$ cat src/rtl/ram32x4_arbiter.sv
`timescale 1ns/1ps
// ram32x4_arbiter: clears a shared single-port RAM after reset, then grants one
// access per clock to two requesters round-robin, returning reads 2 clocks after ack.
module ram32x4_arbiter #(
  parameter int                ADDR_W     = 5,
  parameter int                DATA_W     = 4,
  parameter int                DEPTH      = 2 ** ADDR_W,
  parameter logic [DATA_W-1:0] INIT_VALUE = '0
) (
  input  logic              clock,
  input  logic              reset,
  input  logic              req0,
  input  logic              we0,
  input  logic [ADDR_W-1:0] addr0,
  input  logic [DATA_W-1:0] wdata0,
  output logic              ack0,
  output logic              rvalid0,
  output logic [DATA_W-1:0] rdata0,
  input  logic              req1,
  input  logic              we1,
  input  logic [ADDR_W-1:0] addr1,
  input  logic [DATA_W-1:0] wdata1,
  output logic              ack1,
  output logic              rvalid1,
  output logic [DATA_W-1:0] rdata1,
  output logic [ADDR_W-1:0] ram_address,
  output logic [DATA_W-1:0] ram_data,
  output logic              ram_wren,
  input  logic [DATA_W-1:0] ram_q,
  output logic              init_done
);

  typedef enum logic {ST_INIT, ST_RUN} state_t;

  state_t              r_state;
  logic [ADDR_W-1:0]   r_clr_cnt;
  logic                r_ptr;        // port granted most recently
  logic                r_init_done;
  logic                r_tag_vld;    // read issued last cycle, ram_q valid now
  logic                r_tag_port;
  logic                r_rvalid0;
  logic                r_rvalid1;
  logic [DATA_W-1:0]   r_rdata0;
  logic [DATA_W-1:0]   r_rdata1;

  logic                w_gnt_vld;
  logic                w_gnt_port;
  logic                w_gnt_we;

  // NOTE: every signal written here gets a default first, so no path can infer a latch.
  always_comb begin
    w_gnt_vld  = 1'b0;
    w_gnt_port = 1'b0;
    if (r_state == ST_RUN) begin
      if (req0 && req1) begin
        w_gnt_vld  = 1'b1;
        w_gnt_port = ~r_ptr;
      end else if (req0) begin
        w_gnt_vld  = 1'b1;
        w_gnt_port = 1'b0;
      end else if (req1) begin
        w_gnt_vld  = 1'b1;
        w_gnt_port = 1'b1;
      end
    end
  end

  assign w_gnt_we = w_gnt_port ? we1 : we0;
  assign ack0     = w_gnt_vld & ~w_gnt_port;
  assign ack1     = w_gnt_vld &  w_gnt_port;

  // The RAM registers these pins itself, so they are driven combinationally.
  always_comb begin
    ram_wren    = 1'b0;
    ram_address = '0;
    ram_data    = '0;
    if (r_state == ST_INIT) begin
      ram_wren    = 1'b1;
      ram_address = r_clr_cnt;
      ram_data    = INIT_VALUE;
    end else if (w_gnt_vld) begin
      ram_wren    = w_gnt_we;
      ram_address = w_gnt_port ? addr1  : addr0;
      ram_data    = w_gnt_port ? wdata1 : wdata0;
    end
  end

  // NOTE: sequential state uses <= so every register samples pre-edge values.
  always_ff @(posedge clock or posedge reset) begin
    if (reset) begin
      r_state     <= ST_INIT;
      r_clr_cnt   <= '0;
      r_ptr       <= 1'b1;
      r_init_done <= 1'b0;
      r_tag_vld   <= 1'b0;
      r_tag_port  <= 1'b0;
      r_rvalid0   <= 1'b0;
      r_rvalid1   <= 1'b0;
      r_rdata0    <= '0;
      r_rdata1    <= '0;
    end else begin
      r_tag_vld  <= w_gnt_vld & ~w_gnt_we;
      r_tag_port <= w_gnt_port;
      r_rvalid0  <= r_tag_vld & ~r_tag_port;
      r_rvalid1  <= r_tag_vld &  r_tag_port;
      if (r_tag_vld && !r_tag_port) r_rdata0 <= ram_q;
      if (r_tag_vld &&  r_tag_port) r_rdata1 <= ram_q;

      case (r_state)
        ST_INIT: begin
          r_clr_cnt <= r_clr_cnt + 1'b1;
          if (r_clr_cnt == ADDR_W'(DEPTH - 1)) begin
            r_state     <= ST_RUN;
            r_init_done <= 1'b1;
          end
        end
        ST_RUN: begin
          if (w_gnt_vld) r_ptr <= w_gnt_port;
        end
        default: r_state <= ST_INIT;
      endcase
    end
  end

  assign rvalid0   = r_rvalid0;
  assign rvalid1   = r_rvalid1;
  assign rdata0    = r_rdata0;
  assign rdata1    = r_rdata1;
  assign init_done = r_init_done;

endmodule

$ cat config.mk
export PLATFORM = sky130hd
export DESIGN_NAME = ram32x4_arbiter
export DESIGN_NICKNAME = d
export VERILOG_FILES = /design/src/rtl/ram32x4_arbiter.sv
export SDC_FILE = /design/constraint.sdc
export NUM_CORES = 1
export LEC_CHECK = 0
export BUFFER_PORTS_ARGS = -buffer_cell sky130_fd_sc_hd__buf_2
export CAP_MARGIN = 10
export CORE_MARGIN = 4
export CORE_UTILIZATION = 30
export CTS_CLUSTER_DIAMETER = 80
export CTS_CLUSTER_SIZE = 14
export DETAILED_ROUTE_END_ITERATION = 12
export PLACE_DENSITY = 0.66
export RECOVER_POWER = 25
export SKIP_LAST_GASP = 1
export SYNTH_ARGS = -nofsm -noshare
export SYNTH_HDL_FRONTEND = slang
export SYNTH_SLANG_ARGS = --single-unit
$ cat constraint.sdc
create_clock -name clock -period 3.45 [get_ports clock]
set_input_delay 0.345 -clock clock [delete_from_list [all_inputs] [get_ports clock]]
set_output_delay 0.345 -clock clock [all_outputs]
set_load 0.02 [all_outputs]
# Word level (Yosys, flattened, before mapping)
# Cells that the tools add are included.
[totals]
word_cells = 46
reg_bits = 20
[classes]
add_sub_neg = 1
reduce_logical = 6
bitwise = 10
n_eq_ne = 1
muxes = 18
[op_table]
columns = ["cell", "count"]
rows = [
  ["$mux 5", 3],
  ["$mux 1", 12],
  ["$mux 4", 3],
  ["$add 5x1->5 const B", 1],
  ["$and 1x1->1", 5],
  ["$eq 5x5->1 const B", 1],
  ["$not 1->1", 5],
  ["$reduce_and 2->1", 2],
  ["$logic_and 1x1->1", 3],
  ["$logic_not 1->1", 1],
]

# Logic depth before layout (Yosys ltp)
# Gate-level depths: netlist (run 1).
[logic_depth]
ltp_word = 7
ltp_mapped = 4
ltp_nobuf = 4

# Worst setup path before layout (run 1)
# No wires, ideal clock.
[synth_timing]
kind = "flip-flop to output port"
start = "register r_ptr"
end = "output ram_address[0]"
stages_incl_launch_ff = 5
required_time_ns = 3.105
setup_slack_ns = 1.844
arrival_time_ns = 1.261
path_cell_list = "dfstp_2 a21boi_2 and2_1 buf_6 a221o_1"
[synth_between]
elab_chain_cells = 6
[synth_rtl]
columns = ["element", "line", "rtl"]
rows = [
  ["from (decl)", "37", "logic r_ptr;"],
  ["from (signal assigned)", "118", "if (w_gnt_vld) r_ptr <= w_gnt_port;"],
  ["$not 1->1", "57", "w_gnt_port = ~r_ptr;"],
  ["$mux 1", "55", "if (req0 && req1) begin"],
  ["$mux 1", "54", "if (r_state == ST_RUN) begin"],
  ["net w_gnt_port", "47", "logic w_gnt_port;"],
  ["$mux 5", "83", "ram_address = w_gnt_port ? addr1 : addr0;"],
  ["$mux 5", "81", "end else if (w_gnt_vld) begin"],
  ["$mux 5", "77", "if (r_state == ST_INIT) begin"],
  ["to (decl)", "26", "output logic [ADDR_W-1:0] ram_address,"],
]
# The timed path passes the listed nets, and every way through them passes these cells.

# Worst setup path in the final report (run 1)
[layout_timing]
start = "register r_state"
end = "output ram_address[2]"
[layout_between]
elab_chain_cells = 4
word_cells_on_any_way = 5
[layout_rtl]
columns = ["element", "line", "rtl"]
rows = [
  ["from (decl)", "35", "state_t r_state;"],
  ["from (signal assigned)", "91", "r_state <= ST_INIT;"],
  ["from (signal assigned)", "113", "r_state <= ST_RUN;"],
  ["from (signal assigned)", "120", "default: r_state <= ST_INIT;"],
  ["$mux 1", "54", ""],
  ["$mux 5", "83", ""],
  ["$mux 5", "81", ""],
  ["$mux 5 (*)", "77", ""],
]
# Every way passes the cells marked *; elsewhere a longest branch is shown, timed or not.

==> metrics.csv, run 1 <==
stage;metric;value;unit
status;status;finished clean;
power;pwr/cell area;462;nW/µm²
die;# IOs;51;
finish;layout cells sized above 1;0.567;
global_routing;global-route wire length before repair;3.59;mm
timing;Final Cycle Share;0.592;
logic_synthesis;Synth Instances;76;
routing;DR iter-0 viols;8;
global_routing;largest net degree at the start of global routing;21;
clocking;Skew-Pair Late Insertion Delay;0.29;ns
logic_synthesis;synth warn;0;
timing;Setup TNS;0;ns
global_routing;total global routing track utilization;0.110;
logic_synthesis;Syn Nets;106;
routing;routed length per placed instance;12.5;µm
die;core box area;3050;µm²
setup_path;Critical Path RT;3.11;ns
global_routing;GRT met1 Usage;0.127;
routing;routed vias/inst;4.56;
placed_design;Placed Cells;167;
setup_path;Worst setup SP type;flop;
global_routing;GR peak layer;met2;
timing;skew final;0.000883;ns
logic_synthesis;Post-Syn Area per Cell;12.7;µm²
placed_design;PortBufs;50;
global_routing;grt ovf;0;
clocking;clk sinks;20;
placed_design;HPWL after detailed placement;1.80;mm
finish;post-route cell area;1280;µm²
setup_path;critical path class;reg2out;
timing;Min Hold Slack;0.162;ns
power;Clk pwr share;0.225;
placed_design;routability congestion estimate;0.856;
clocking;Setup Buffers After CTS;0;
setup_path;Critical Path AT;1.70;ns
die;DIE AREA;4180;µm²
routing;drt pass-1 iters;4;
clocking;clock buffer count from CTS;3;
power;combinational power share;0.299;
timing;Setup-failing EPs final;0;
finish;area added between synthesis and finish;32.6;%
logic_synthesis;top_reg_cell synth;dfrtp_1;
power;Internal Power;407;µW
routing;DRC;0;
finish;antenna cells;0;
power;switching power;184;µW
timing;count of final hold-check violations;0;
logic_synthesis;Netlist cell types;26;
placed_design;dpl cell area;1240;µm²
logic_synthesis;Yosys reg bits;20;
logic_synthesis;register area share after synthesis;0.521;
logic_synthesis;Area contributors post-synth;dfrtp_1, mux2_2, a221o_1;
die;die height;64.6;µm
global_routing;met3 Track Usage GR;0.0260;
timing;Final Critical Period;2.04;ns
die;Initial Util;0.315;
finish;NumNets Final;158;
die;Die Span X;64.6;µm
global_routing;grt met2 use;0.183;
power;Leak Pwr;0.662;nW
die;# rows;20;
setup_path;flop2flop setup slack;2.01;ns
power;Sw Share;0.311;
job;maxcap violations;0;
logic_synthesis;post-synth top area cell;dfrtp_1;
finish;Layout Cells excl Fill;171;
worst_hold_path;Min-Delay Path Class;in2async;
power;power share of the sequential group;0.476;
logic_synthesis;Post-Synthesis Cell Area;962;µm²
finish;Final Core Density;0.418;
timing;Max-Slew Margin vs Limit;0.500;
finish;Layout fillers;308;
power;total power;590;µW
clocking;CTS-repair resized insts;0;
setup_path;reg-to-reg startpoint;r_clr_cnt[0];
power;peak supply drop;0.000154;V
setup_path;Max FO, Critical Path;16;
clocking;CTS root buf;clkbuf_4;
placed_design;worst slack, placed;1.70;ns
routing;post-route ant nets;0;
clocking;H-tree depth;1;
clocking;Hold Buf Count CTS;0;
clocking;Bufs on Longest Clock Path;2;
global_routing;initial antenna violation count;0;
timing;RSZ-0062 raised after global routing;false;
timing;Pins Over Slew Limit;0;
logic_synthesis;share of the synthesized area in the top cell type;0.494;
setup_path;CP endpoint kind;output pin;
logic_synthesis;EDFF count, synth;0;
routing;total wire length;2.14;mm
global_routing;vias in the first global route;805;
routing;routed via count;779;
clocking;CTS tree;built;
timing;Worst Max-Slew Pin Slew;0.750;ns
setup_path;Critical path origin;r_state;
clocking;Clock transition at path regs;0.11;ns
timing;Worst Setup Slack, final;1.41;ns
logic_synthesis;asr flop ratio synth;1.00;
timing;Max Clk Rate;489;MHz
## sequential cells by signal, summed over array words and instances (netlist names)
| signal | cells |
|---|---|
| r_clr_cnt | 5 |
| rdata0 | 4 |
| rdata1 | 4 |
| init_done | 1 |
| r_ptr | 1 |
| r_state | 1 |
| r_tag_port | 1 |
| r_tag_vld | 1 |
| rvalid0 | 1 |
| rvalid1 | 1 |
## power groups by stage
stage	logic [mW]	registers (mW)	clock network, mW
finish	0.177	0.281	0.133
global route	0.191	0.287	0.148
CTS	0.180	0.282	0.135
detailed placement	0.180	0.287	0
global placement	0.176	0.284	0
floorplan	0.0815	0.319	0
## layout make-up
| cell class | instances | area [µm²] | area share |
|---|---|---|---|
| flip-flops and latches | 20 | 502 | 0.393 |
| multi-input cells | 49 | 418 | 0.327 |
| repair buffers | 50 | 250 | 0.196 |
| well taps | 44 | 55.1 | 0.0431 |
| clock buffers | 4 | 36.3 | 0.0284 |
| inverters | 4 | 15.0 | 0.0118 |
## cells by family after synthesis
logic type / count (synthesis) / synth area share
flip-flops: 20 / 0.521
AND/OR/NAND/NOR: 19 / 0.126
AO/OA/AOI/OAI: 15 / 0.138
multiplexers: 10 / 0.117
buffers and inverters: 7 / 0.0442
XOR/XNOR: 3 / 0.0273
adder cells (fa/ha/maj): 2 / 0.0260
## metal layers
layer / wire length, µm / up-vias
li1: - / 377
met1: 884 / 361
met2: 1020 / 35
met3: 186 / 6
met4: 53 / 0
met5: 0 / -
## layout by cell type (no fill, tap or decap)
cell type / Yosys / layout
or2_2: 1 / 1
and2_1: 2 / 2
a32oi_1: 2 / 2
nand2b_1: 2 / 2
nor2b_1: 5 / 5
inv_1: 4 / 4
nand2_1: 3 / 3
dfstp_2: 1 / 1
xnor2_1: 3 / 3
nand2b_4: 1 / 1
clkbuf_8: 0 / 1
ha_1: 2 / 2
a21oi_1: 2 / 2
a31oi_1: 1 / 1
a21o_1: 1 / 1
mux2_2: 10 / 10
nor2_1: 1 / 1
buf_2: 1 / 50
and3_4: 1 / 1
a21boi_2: 1 / 1
nand3b_1: 1 / 1
clkbuf_4: 0 / 3
and3_1: 1 / 1
dfrtp_1: 19 / 19
nand3_1: 1 / 1
a22o_2: 3 / 3
a221o_1: 5 / 5
## worst max-delay path: stages (launching register included)
cell	delay (ns)
dfrtp_1	0.67
and2_1	0.37
a221o_1	0.20
buf_2	0.16
## cell usage after synthesis (2+ instances only)
cell      count
a21oi_1       2
a221o_1       5
a22o_2        3
a32oi_1       2
and2_1        2
buf_6         2
dfrtp_1      19
ha_1          2
inv_1         4
mux2_2       10
nand2_1       3
nand2b_1      2
nor2b_1       5
xnor2_1       3
## path summary, 6_finish.rpt
check                                  to  cells after the start
min in group clock              rdata0[3]                      2
min reg2reg                     init_done                      1
max reg2reg                  r_clr_cnt[4]                      4
min                             rdata1[0]                      2
max                        ram_address[2]                      3
max in group asynchronous         rvalid1                      2
(Power assumes the default switching activity.)
==> inputs of run 2 (changes only) <==
==> constraint.sdc (replaced) <==
create_clock -name clock -period 2.15 [get_ports clock]
set_input_delay 0.215 -clock clock [delete_from_list [all_inputs] [get_ports clock]]
set_output_delay 0.215 -clock clock [all_outputs]
set_load 0.02 [all_outputs]
==> run 2 against run 1 <==
Worst setup slack got worse by 1.2 ns; critical path type unchanged; sequential cell count did not move; first-iteration DRC count rose by 13%; sequential share of layout area did not move; sequential power rose by 60%; design area did not move; register-to-register slack got worse by 1.3 ns; critical path depth did not move; combinational power rose by 60%; highest routed layer unchanged; final cell count did not move; hold slack got worse by 0.13 ns; critical endpoint unchanged; largest cell class unchanged; count of clock-buffer cells in the layout did not move.
==> metrics.csv, run 2 (same netlist as run 1, synthesis figures left out) <==
stage;metric;value;unit
routing;DRC;0;
setup_path;Critical Path RT;1.93;ns
die;Die Span X;64.6;µm
global_routing;global-route wire length before repair;3.37;mm
global_routing;vias in the first global route;760;
die;DIE AREA;4180;µm²
clocking;clk sinks;20;
die;# rows;20;
placed_design;routability congestion estimate;0.810;
worst_hold_path;Min-Delay Path Class;in2async;
timing;Worst Setup Slack, final;0.215;ns
job;maxcap violations;0;
timing;count of final hold-check violations;0;
clocking;CTS tree;built;
routing;routed vias/inst;4.55;
placed_design;PortBufs;50;
clocking;Clock transition at path regs;0.11;ns
setup_path;CP endpoint kind;output pin;
placed_design;HPWL after detailed placement;1.72;mm
clocking;CTS root buf;clkbuf_4;
timing;Max Clk Rate;517;MHz
setup_path;Slowest cell on crit path;dfrtp_1;
setup_path;crit path capture;ram_address[2];
placed_design;worst slack, placed;0.536;ns
setup_path;Critical Path AT;1.72;ns
timing;Pins Over Slew Limit;0;
clocking;CTS-repair resized insts;0;
routing;DR iter-0 viols;9;
clocking;Hold Buf Count CTS;0;
power;Leak Pwr;0.662;nW
finish;leading cell type in the layout, fill and taps excluded;buf_2;
finish;antenna cells;0;
timing;Final Critical Period;1.93;ns
routing;routed via count;778;
setup_path;Max FO, Critical Path;16;
setup_path;Worst path max stage delay;0.67;ns
timing;Final Cycle Share;0.900;
finish;Layout fillers;316;
finish;area added between synthesis and finish;32.6;%
setup_path;reg-to-reg startpoint;r_clr_cnt[0];
routing;drt pass-1 iters;4;
timing;skew final;0.00205;ns
finish;commonest cells after routing, fill and taps aside;buf_2, dfrtp_1, mux2_2;
placed_design;Placed Cells;167;
timing;Setup TNS;0;ns
power;peak supply drop;0.000277;V
global_routing;grt ovf;0;
timing;Worst Max-Slew Pin Slew;0.757;ns
setup_path;worst path cell trace;and2_1, a221o_1, buf_2;
timing;RSZ-0062 raised after global routing;false;
routing;post-route ant nets;0;
finish;max reg flops;5;
routing;routed length per placed instance;12.5;µm
die;Initial Util;0.315;
clocking;Skew-Pair Late Insertion Delay;0.30;ns
die;die height;64.6;µm
routing;total wire length;2.14;mm
clocking;Bufs on Longest Clock Path;2;
timing;Setup-failing EPs final;0;
timing;Max-Slew Margin vs Limit;0.495;
finish;NumNets Final;158;
die;# IOs;51;
clocking;clock buffer count from CTS;3;
setup_path;Worst setup SP type;flop;
clocking;Setup Buffers After CTS;0;
global_routing;total global routing track utilization;0.104;
clocking;H-tree depth;1;
setup_path;critical path class;reg2out;
die;core box area;3050;µm²
setup_path;Worst R2R End;r_clr_cnt[4];
setup_path;reg2reg path depth;4;
global_routing;initial antenna violation count;0;
setup_path;flop2flop setup slack;0.70;ns
setup_path;Critical path origin;r_state;
finish;layout cells sized above 1;0.567;
global_routing;largest net degree at the start of global routing;21;
finish;Layout Cells excl Fill;171;
status;status;finished clean;
finish;largest register by flop count;r_clr_cnt;
power;pwr/cell area;743;nW/µm²
==> run 2: worst max-delay path, delay by kind of cell, from the launching register on <==
kind / cells / cell delay [ns]
AND/OR/NAND/NOR: 1 / 0.40
buffers and inverters: 1 / 0.16
flip-flops: 1 / 0.67
AO/OA/AOI/OAI: 1 / 0.20
==> run 2: metrics by stage <==
stage	area (µm²)	util	power [mW]	hold WS [ns]
floorplan	962	-	0.643	0.178
global placement	1240	0.406	0.737	0.375
detailed placement	1240	0.406	0.746	0.368
CTS	1280	0.418	0.961	0.0325
global route	1280	0.418	0.996	0.0798
finish	1280	0.418	0.948	0.0307
==> run 2: worst min-delay path by stage <==
stage	cells after the start	start	slack, ns	endpoint
finish	2	reset	0.03	init_done
global route	2	reset	0.08	rdata0[1]
CTS	2	reset	0.03	rdata0[0]
detailed placement	2	reset	0.37	init_done
global placement	2	reset	0.38	init_done
floorplan	1	reset	0.18	init_done
==> run 2: final cells by class <==
cell class / instances / area (µm²) / area share
flip-flops and latches: 20 / 502 / 0.393
repair buffers: 50 / 250 / 0.196
multi-input cells: 49 / 418 / 0.327
clock buffers: 4 / 36.3 / 0.0284
inverters: 4 / 15.0 / 0.0118
well taps: 44 / 55.1 / 0.0431
==> run 2: layer usage <==
metal | GRT usage | share of wire | up-vias
met2 | 0.174 | 0.47 | 39
li1 | - | - | 375
met4 | 0.0712 | 0.030 | 0
met1 | 0.120 | 0.41 | 358
met5 | 0 | 0 | -
met3 | 0.0208 | 0.085 | 6
==> run 2: report_power, final <==
group,switching (mW),leakage (nW),internal (mW)
Sequential,0.0227,0.242,0.427
Combinational,0.161,0.399,0.122
Clock,0.112,0.0210,0.103
Total,0.296,0.662,0.652
